### src/rtl/guess_round_ctrl.sv
// Round controller for the number-guessing game: timed rounds, mode-dependent match
// rule, saturating correct/incorrect tallies and a verdict/sound strobe.
module guess_round_ctrl #(
    parameter int GUESS_W     = 4,
    parameter int NUM_ROUNDS  = 10,
    parameter int ROUND_TICKS = 500_000_000,
    parameter int SOUND_TICKS = 50_000_000,
    parameter int CNT_W       = $clog2(NUM_ROUNDS + 1)
) (
    input  logic               clock,
    input  logic               reset,
    input  logic               ready,
    input  logic [1:0]         game_mode,
    input  logic               submit,
    input  logic [GUESS_W-1:0] user_guess,
    input  logic [GUESS_W-1:0] rand_value,
    output logic               new_value,
    output logic [CNT_W-1:0]   round,
    output logic [CNT_W-1:0]   user_correct,
    output logic [CNT_W-1:0]   user_incorrect,
    output logic               play_sound,
    output logic               val,
    output logic               busy,
    output logic               game_done,
    output logic [2:0]         o_dbg_state
);
    // new_value is a one-cycle request with no acknowledge: the RNG presents a fresh
    // rand_value and holds it stable until the next request pulse.
    localparam int TMR_W = $clog2(ROUND_TICKS);
    localparam int SND_W = $clog2(SOUND_TICKS + 1);
    localparam logic [TMR_W-1:0] TMR_LAST   = TMR_W'(ROUND_TICKS - 1);
    localparam logic [SND_W-1:0] SND_LAST   = SND_W'(SOUND_TICKS - 1);
    localparam logic [CNT_W-1:0] ROUNDS_END = CNT_W'(NUM_ROUNDS);

    typedef enum logic [2:0] {
        S_IDLE  = 3'd0,
        S_ARM   = 3'd1,
        S_PLAY  = 3'd2,
        S_SOUND = 3'd3,
        S_DONE  = 3'd4
    } state_t;

    state_t             r_state;
    state_t             w_next;
    logic               r_ready_q;
    logic [TMR_W-1:0]   r_timer;
    logic [SND_W-1:0]   r_snd_cnt;
    logic [1:0]         r_mode;
    logic [CNT_W-1:0]   r_round;
    logic [CNT_W-1:0]   r_correct;
    logic [CNT_W-1:0]   r_incorrect;
    logic               r_val;
    logic               r_new_value;
    logic               r_play_sound;
    logic               r_busy;
    logic               r_game_done;
    logic               w_new_value_nxt;
    logic               w_play_sound_nxt;
    logic               w_busy_nxt;
    logic               w_game_done_nxt;
    logic               w_eval;
    logic               w_match;
    logic               w_start;
    logic               w_snd_last;

    assign w_eval     = (r_state == S_PLAY) && (submit || (r_timer == TMR_LAST));
    assign w_snd_last = (r_snd_cnt == SND_LAST);
    assign w_start    = (r_state == S_IDLE) && (w_next == S_ARM);

    always_comb begin
        w_match = 1'b0;
        case (r_mode)
            2'b10:   w_match = (user_guess == rand_value);
            2'b11:   w_match = (user_guess[2:0] == rand_value[2:0]);
            default: w_match = (user_guess == rand_value) && (user_guess <= GUESS_W'(9));
        endcase
    end

    always_ff @(posedge clock or negedge reset) begin
        if (!reset) r_state <= S_IDLE;
        else        r_state <= w_next;
    end

    // Start is taken from the registered ready, so ARM begins one edge after ready is seen.
    always_comb begin
        w_next = r_state;
        case (r_state)
            S_IDLE:  if (r_ready_q) w_next = S_ARM;
            S_ARM:   w_next = S_PLAY;
            S_PLAY:  if (!ready) w_next = S_IDLE;
                     else if (w_eval) w_next = S_SOUND;
            S_SOUND: if (w_snd_last) w_next = (r_round == ROUNDS_END) ? S_DONE : S_ARM;
            S_DONE:  if (!ready) w_next = S_IDLE;
            default: w_next = S_IDLE;
        endcase
    end

    always_comb begin
        w_new_value_nxt  = (w_next == S_ARM);
        w_play_sound_nxt = (w_next == S_SOUND);
        w_busy_nxt       = (w_next == S_ARM) || (w_next == S_PLAY) || (w_next == S_SOUND);
        w_game_done_nxt  = (w_next == S_DONE);
    end

    always_ff @(posedge clock or negedge reset) begin
        if (!reset) begin
            r_new_value  <= 1'b0;
            r_play_sound <= 1'b0;
            r_busy       <= 1'b0;
            r_game_done  <= 1'b0;
        end else begin
            r_new_value  <= w_new_value_nxt;
            r_play_sound <= w_play_sound_nxt;
            r_busy       <= w_busy_nxt;
            r_game_done  <= w_game_done_nxt;
        end
    end

    // A verdict commits even when ready drops in the same cycle; only the transition is aborted.
    always_ff @(posedge clock or negedge reset) begin
        if (!reset) begin
            r_ready_q   <= 1'b0;
            r_timer     <= '0;
            r_snd_cnt   <= '0;
            r_mode      <= 2'b00;
            r_round     <= '0;
            r_correct   <= '0;
            r_incorrect <= '0;
            r_val       <= 1'b0;
        end else begin
            r_ready_q <= ready;
            if (r_state == S_ARM)       r_timer <= '0;
            else if (r_state == S_PLAY) r_timer <= r_timer + 1'b1;
            if (r_state == S_SOUND) r_snd_cnt <= r_snd_cnt + 1'b1;
            else                    r_snd_cnt <= '0;
            if (w_start) begin
                r_mode      <= game_mode;
                r_round     <= '0;
                r_correct   <= '0;
                r_incorrect <= '0;
            end else if (w_eval) begin
                if (r_round != '1) r_round <= r_round + 1'b1;
                if (w_match) begin
                    if (r_correct != '1) r_correct <= r_correct + 1'b1;
                    r_val <= 1'b0;
                end else begin
                    if (r_incorrect != '1) r_incorrect <= r_incorrect + 1'b1;
                    r_val <= 1'b1;
                end
            end
        end
    end

    assign new_value      = r_new_value;
    assign play_sound     = r_play_sound;
    assign busy           = r_busy;
    assign game_done      = r_game_done;
    assign round          = r_round;
    assign user_correct   = r_correct;
    assign user_incorrect = r_incorrect;
    assign val            = r_val;
    assign o_dbg_state    = r_state;
endmodule

### config.mk
export PLATFORM = sky130hd
export DESIGN_NAME = guess_round_ctrl
export DESIGN_NICKNAME = d
export VERILOG_FILES = /design/src/rtl/guess_round_ctrl.sv
export SDC_FILE = /design/constraint.sdc
export NUM_CORES = 1
export LEC_CHECK = 0
export ABC_CLOCK_PERIOD_IN_PS = 2500
export CELL_PAD_IN_SITES_DETAIL_PLACEMENT = 2
export CELL_PAD_IN_SITES_GLOBAL_PLACEMENT = 2
export CORE_MARGIN = 1.5
export CORE_UTILIZATION = 38
export CTS_BUF_LIST = sky130_fd_sc_hd__clkbuf_8
export CTS_CLUSTER_SIZE = 24
export DETAILED_ROUTE_END_ITERATION = 8
export GPL_TIMING_DRIVEN = 1
export PLACE_DENSITY_LB_ADDON = 0.1
export SETUP_SLACK_MARGIN = 0.5
export SLEW_MARGIN = 20
export SYNTH_ARGS = -nofsm -noshare
export SYNTH_HDL_FRONTEND = slang
export SYNTH_SLANG_ARGS = --single-unit
### constraint.sdc
create_clock -name clock -period 2.5 [get_ports clock]
set_input_delay 0.5 -clock clock [delete_from_list [all_inputs] [get_ports clock]]
set_output_delay 0.5 -clock clock [all_outputs]
set_load 0.005 [all_outputs]
### Yosys cells after proc, flatten, opt, wreduce, memory -nomap -nowiden

Cells that the tools add are included.

* bits in registers: 78
* bits of input ports: 14
* output and inout bits: 20
* word-level logic and storage cells: 79

* $add $sub $neg: 5
* order comparisons: 1
* equality and inequality tests: 19
* multiplexer cells: 23
* bitwise gates (word level): 1
* reduce and logical (&&, ||, !) cells: 17

Operators by type and width (count)
* $mux W29: 2
* $mux W4: 11
* $add A29 B1 Y29 const B: 1
* $eq A29 B29 Y1 const B: 1
* $add A26 B1 Y26 const B: 1
* $eq A26 B26 Y1 const B: 1
* $mux W26: 1
* $mux W3: 6
* $pmux W3 S5: 1
* $add A4 B1 Y4 const B: 3
* $eq A3 B2 Y1 const B: 4
* $ne A4 B4 Y1 const B: 3
* $reduce_bool A2 Y1: 6
* $eq A3 B1 Y1 const B: 2
* $eq A3 B3 Y1 const B: 2
* $reduce_and A3 Y1: 2
* $eq A2 B2 Y1 const B: 2
* $eq A4 B4 Y1: 1
* $eq A4 B4 Y1 const B: 1
* $le A4 B4 Y1 const B: 1
* $reduce_and A2 Y1: 2
* $eq A3 B3 Y1: 1
* $logic_and A1 B1 Y1: 3
* $logic_not A3 Y1: 1
* other kinds (5): 7

### Logic depth before layout (Yosys ltp)

* depth after elaboration: 10
* mapped depth: 7
* mapped depth without buffers: 6

### Worst setup path after synthesis

No wires, ideal clock.

* path kind: register -> register
* start point: reg r_timer[8]
* end point: reg r_correct[3] (netlist: user_correct[3])
* library setup time: 0.078 ns
* arrival time: 2.040 ns
* data required time: 2.422 ns
* path slack: 0.382 ns
* stages on the path, launching flop included: 6
* buffers on the path: 0
* period minus slack after synthesis: 2.118 ns
* path through: dfrtp_1 > or4_4 > nor4_4 > a31oi_2 > or4_1 > a21oi_1

* cells in the longest elaborated chain, start to end: 10
* elaborated cells on any way between the ends: 13
* those cells by class: eq/ne: 2; mux: 4; reduce/logical: 7

RTL lines
* start: declaration: RTL line 46 `logic [TMR_W-1:0] r_timer;`
* start signal: assignment: RTL line 133 `else if (r_state == S_PLAY) r_timer <= r_timer + 1'b1;`
* $eq A29 B29 Y1 *: RTL line 66 `assign w_eval = (r_state == S_PLAY) && (submit || (r_timer == TMR_LAST));`
* $logic_or A1 B1 Y1 *: RTL line 66
* $logic_and A1 B1 Y1 *: RTL line 66
* $mux W3: RTL line 91 `else if (w_eval) w_next = S_SOUND;`
* $mux W3: RTL line 90 `S_PLAY: if (!ready) w_next = S_IDLE;`
* $pmux W3 S5: RTL line 87 `case (r_state)`
* $eq A3 B1 Y1: RTL line 68 `assign w_start = (r_state == S_IDLE) && (w_next == S_ARM);`
* $logic_and A1 B1 Y1: RTL line 68
* $reduce_bool A2 Y1 (no source line)
* $reduce_and A3 Y1 (no source line)
* end signal: assignment: RTL line 144 `if (r_correct != '1) r_correct <= r_correct + 1'b1;`
* end: declaration: RTL line 50 `logic [CNT_W-1:0] r_correct;`

Every way passes the cells marked *; elsewhere a longest branch is shown, timed or not.
A chain may end at the register's enable or synchronous reset.

### Worst setup path after layout

* start point: reg r_timer[11]
* end point: reg r_correct[3] (netlist: user_correct[3])

The elaborated chain is that of the path after synthesis.

==> results by group <==
Run status
  • Status: complete, no violations

Drt
  • WL/cell: 21.6 µm
  • Final WL: between 10000 and 15000 µm
  • Detail Route Antenna Nets: 0
  • First DRT Iteration DRCs: 146
  • Residual DRC: 0
  • Vias per cell: 5.65
  • Via count: between 3000 and 4000
  • Pre-antenna DRT Iters: 4

Global routing
  • Antenna violations before repair: 0
  • Gr busiest metal: met2
  • GRT overflow: 0
  • Grt met3 use: 3.62%
  • Largest net degree at the start of global routing: 34
  • Vias in the first global route: 3953
  • First-pass GRT wire length: 21000 µm
  • Total GRT Usage: between 20% and 30%
  • Met1 usage: 31.2%
  • Global Route met2 Usage: 41.7%

Cells and area
  • Fillers: 1057
  • Layout cells sized above 1: 18.6%
  • Ant. Diodes: 0
  • Nets: 509
  • Layout area overhead: 28.9%
  • Most frequent cells in the layout: 74 x dfrtp_1, 51 x nor2_1, 45 x nand2_1, 35 x xnor2_1, 32 x buf_4
  • Commonest non-fill, non-tap cell in the layout: dfrtp_1
  • Fin cells: 630

Worst setup path
  • CP endpoint kind: register
  • Worst reg2reg startpoint: r_timer[11]$_DFFE_PN0P_
  • Crit Path Max Fanout: 8
  • CP Class: register to register
  • CP Data Arrival Time: 2.48 ns
  • Startpoint Class: register
  • CP required: 2.80 ns
  • Critical Path Start: r_timer[11]$_DFFE_PN0P_

Synth
  • Sequential share of the synthesized area: 48.5%
  • Syn Inst Count: about 430
  • Mapped Area: 4030 µm²
  • Post-synthesis register bit count: ~80
  • Post-synthesis compound-gate area fraction: 7.27%
  • Yosys top cell area share: 48.5%
  • Fraction of synthesized area in multiplexers: 2.49%
  • Post-synth EDFFs: 0
  • Syn_nets: 446
  • Post-Syn Area per Cell: 9.45 µm²
  • Synthesis Warnings: 0
  • Post-synth ARST share: 100%
  • Synth area leader: dfrtp_1
  • Post-synthesis simple-gate area fraction: 28.1%
  • Adder-cell area share of the yosys netlist: 1.86%
  • Yosys cell types: 47
  • Largest cells by area after synthesis: dfrtp_1 48%, xnor2_1 7.6%, nor2_1 4.9%
  • Largest family of logic cells by synthesized area: simple AND/OR/NAND/NOR gates
  • Main flop type after synthesis: dfrtp_1
  • Synth Area in XOR/XNOR: a little under a tenth

Pwr
  • Pwr dens: 711 nW/µm²
  • Combinational power share: between 30% and 40%
  • Flop pwr share: 42.0%
  • Int Power: roughly 2300 µW
  • Clk pwr share: a little over a quarter
  • Switching share of total power: 37.3%
  • Max VDD drop: 498 µV
  • Psw: 1380 µW
  • Leakage: ~0.0021 µW

CTS
  • H-Tree Level Count: 3
  • CTS Buf Count: 9
  • Clock transition at path regs: 0.09 ns
  • Clock tree sinks: 78
  • CTS tree: yes
  • Clock Latency Late Sink: 0.37 ns
  • Clock root buffer: clkbuf_8
  • # hold bufs at CTS: 0
  • CTS Buffer Depth: 2

Place
  • Routability cong.: 0.747
  • DP Wirelength: about 8200 µm
  • Input/output buffers: 33
  • Total placed cells including tap cells: around 590

Floorplan
  • # IOs: 34
  • Core Area: 10300 µm²
  • Initial Util: roughly two fifths
  • Die Wd: 106 µm
  • Number of placement rows: 37
  • Die footprint: 11200 µm²
  • Die Span Y: ~110 µm

Timing
  • Relative slew margins: 50.6%
  • Max Freq: 459 MHz
  • Setup_tns: 0 ns
  • Unrepaired setup endpoints after global routing: yes
  • Final Slew Violations: 0
  • Setup Skew: 0.0125 ns
  • Period utilization: 87.2%
  • Hold WS: between 0.08 and 0.09 ns
  • Post-layout min period: 2.18 ns
  • Worst-margin pin slew: 0.739 ns
  • Hold Vio Cnt, Final: 0
  • Setup Viol. Count Final: 0

Job
  • Max Cap Viol: 0

Hold path
  • Min-Delay Path Class: input pin to asynchronous set/reset pin
routing by layer:
| layer | vias to the layer above | wire [µm] |
|---|---|---|
| met4 | 0 | 85 |
| met2 | 46 | 7110 |
| met5 | - | 0 |
| met3 | 8 | 339 |
| li1 | 1645 | - |
| met1 | 1861 | 6060 |
timing repair:
| action | in CTS | in global routing |
|---|---|---|
| buffers inserted | 10 | 12 |
| pin swaps | 8 | 11 |
| endpoints found under the setup margin | 26 | 54 |
| resized for setup | 15 | 31 |
| hold endpoints to repair | 0 | 0 |
through the flow:
step / total power [µW] / area [µm²] / utilization, % / setup slack [ns]
after global placement: 2480 / 4600 / 44.6 / 0.312
final: 3690 / 5190 / 50.3 / 0.319
after floorplan: 2020 / 4050 / - / 0.516
after detailed placement: 2510 / 4600 / 44.6 / 0.130
after global routing: 3860 / 5190 / 50.3 / 0.250
after CTS: 3520 / 4950 / 47.9 / 0.352
path summary, 6_finish.rpt:
path / endpoint / slack, ns / depth (start not counted)
setup / recovery: user_correct[3]$_DFFE_PN0P_ / 0.32 / 5
hold / removal: r_timer[24]$_DFFE_PN0P_ / 0.09 / 1
setup reg to reg: user_correct[3]$_DFFE_PN0P_ / 0.32 / 5
hold reg to reg: r_mode[0]$_DFFE_PN0N_ / 0.51 / 2
max in group asynchronous: user_incorrect[0]$_DFFE_PN0P_ / 1.78 / 2
min in group clock: r_mode[0]$_DFFE_PN0N_ / 0.51 / 2
worst max-delay path, cell delays in order (launching register included):
cell and delay [ns]:
dfrtp_1 0.45, or4_4 0.51, nor4_4 0.33, a31oi_4 0.22, or4_4 0.46, a21oi_2 0.14
logic make-up after synthesis:
kind of cell,Yosys count
flops,78
mux,10
simple gates,217
xor+xnor,42
fa+ha+maj,6
compound gates,45
buf+inv,28
synthesized netlist by cell type (10+ instances only):
master,number
clkbuf_1,13
dfrtp_1,78
inv_1,12
mux2i_1,10
nand2_1,48
nand3_1,23
nand4_1,17
nor2_1,53
nor3_1,15
nor4_1,16
o21ai_0,14
xnor2_1,35
flip-flops by register name, summed over array words and instances (netlist names), 2 cells and up:
signal and cells:
r_mode 2, o_dbg_state 3, r_snd_cnt 26, user_correct 4
r_timer 29, user_incorrect 4, round 4
power groups by stage:
stage,Sequential [µW],Combinational [µW],Clock (µW)
2_1_floorplan,1510,505,0
3_3_place_gp,1560,918,0
3_5_place_dp,1570,942,0
4_1_cts,1550,973,998
5_1_grt,1570,1250,1040
6_report,1550,1150,986
cell type report:
type | count | area [µm²] | area share [%]
multi-input cells | 320 | 2210 | 42.6
flip-flops and latches | 78 | 1960 | 37.7
repair buffers | 68 | 617 | 11.9
well taps | 136 | 170 | 3.28
clock buffers | 9 | 124 | 2.39
clock inverters | 7 | 66.3 | 1.28
inverters | 12 | 45.0 | 0.868
No activity file was read; power rests on OpenSTA's default activity.
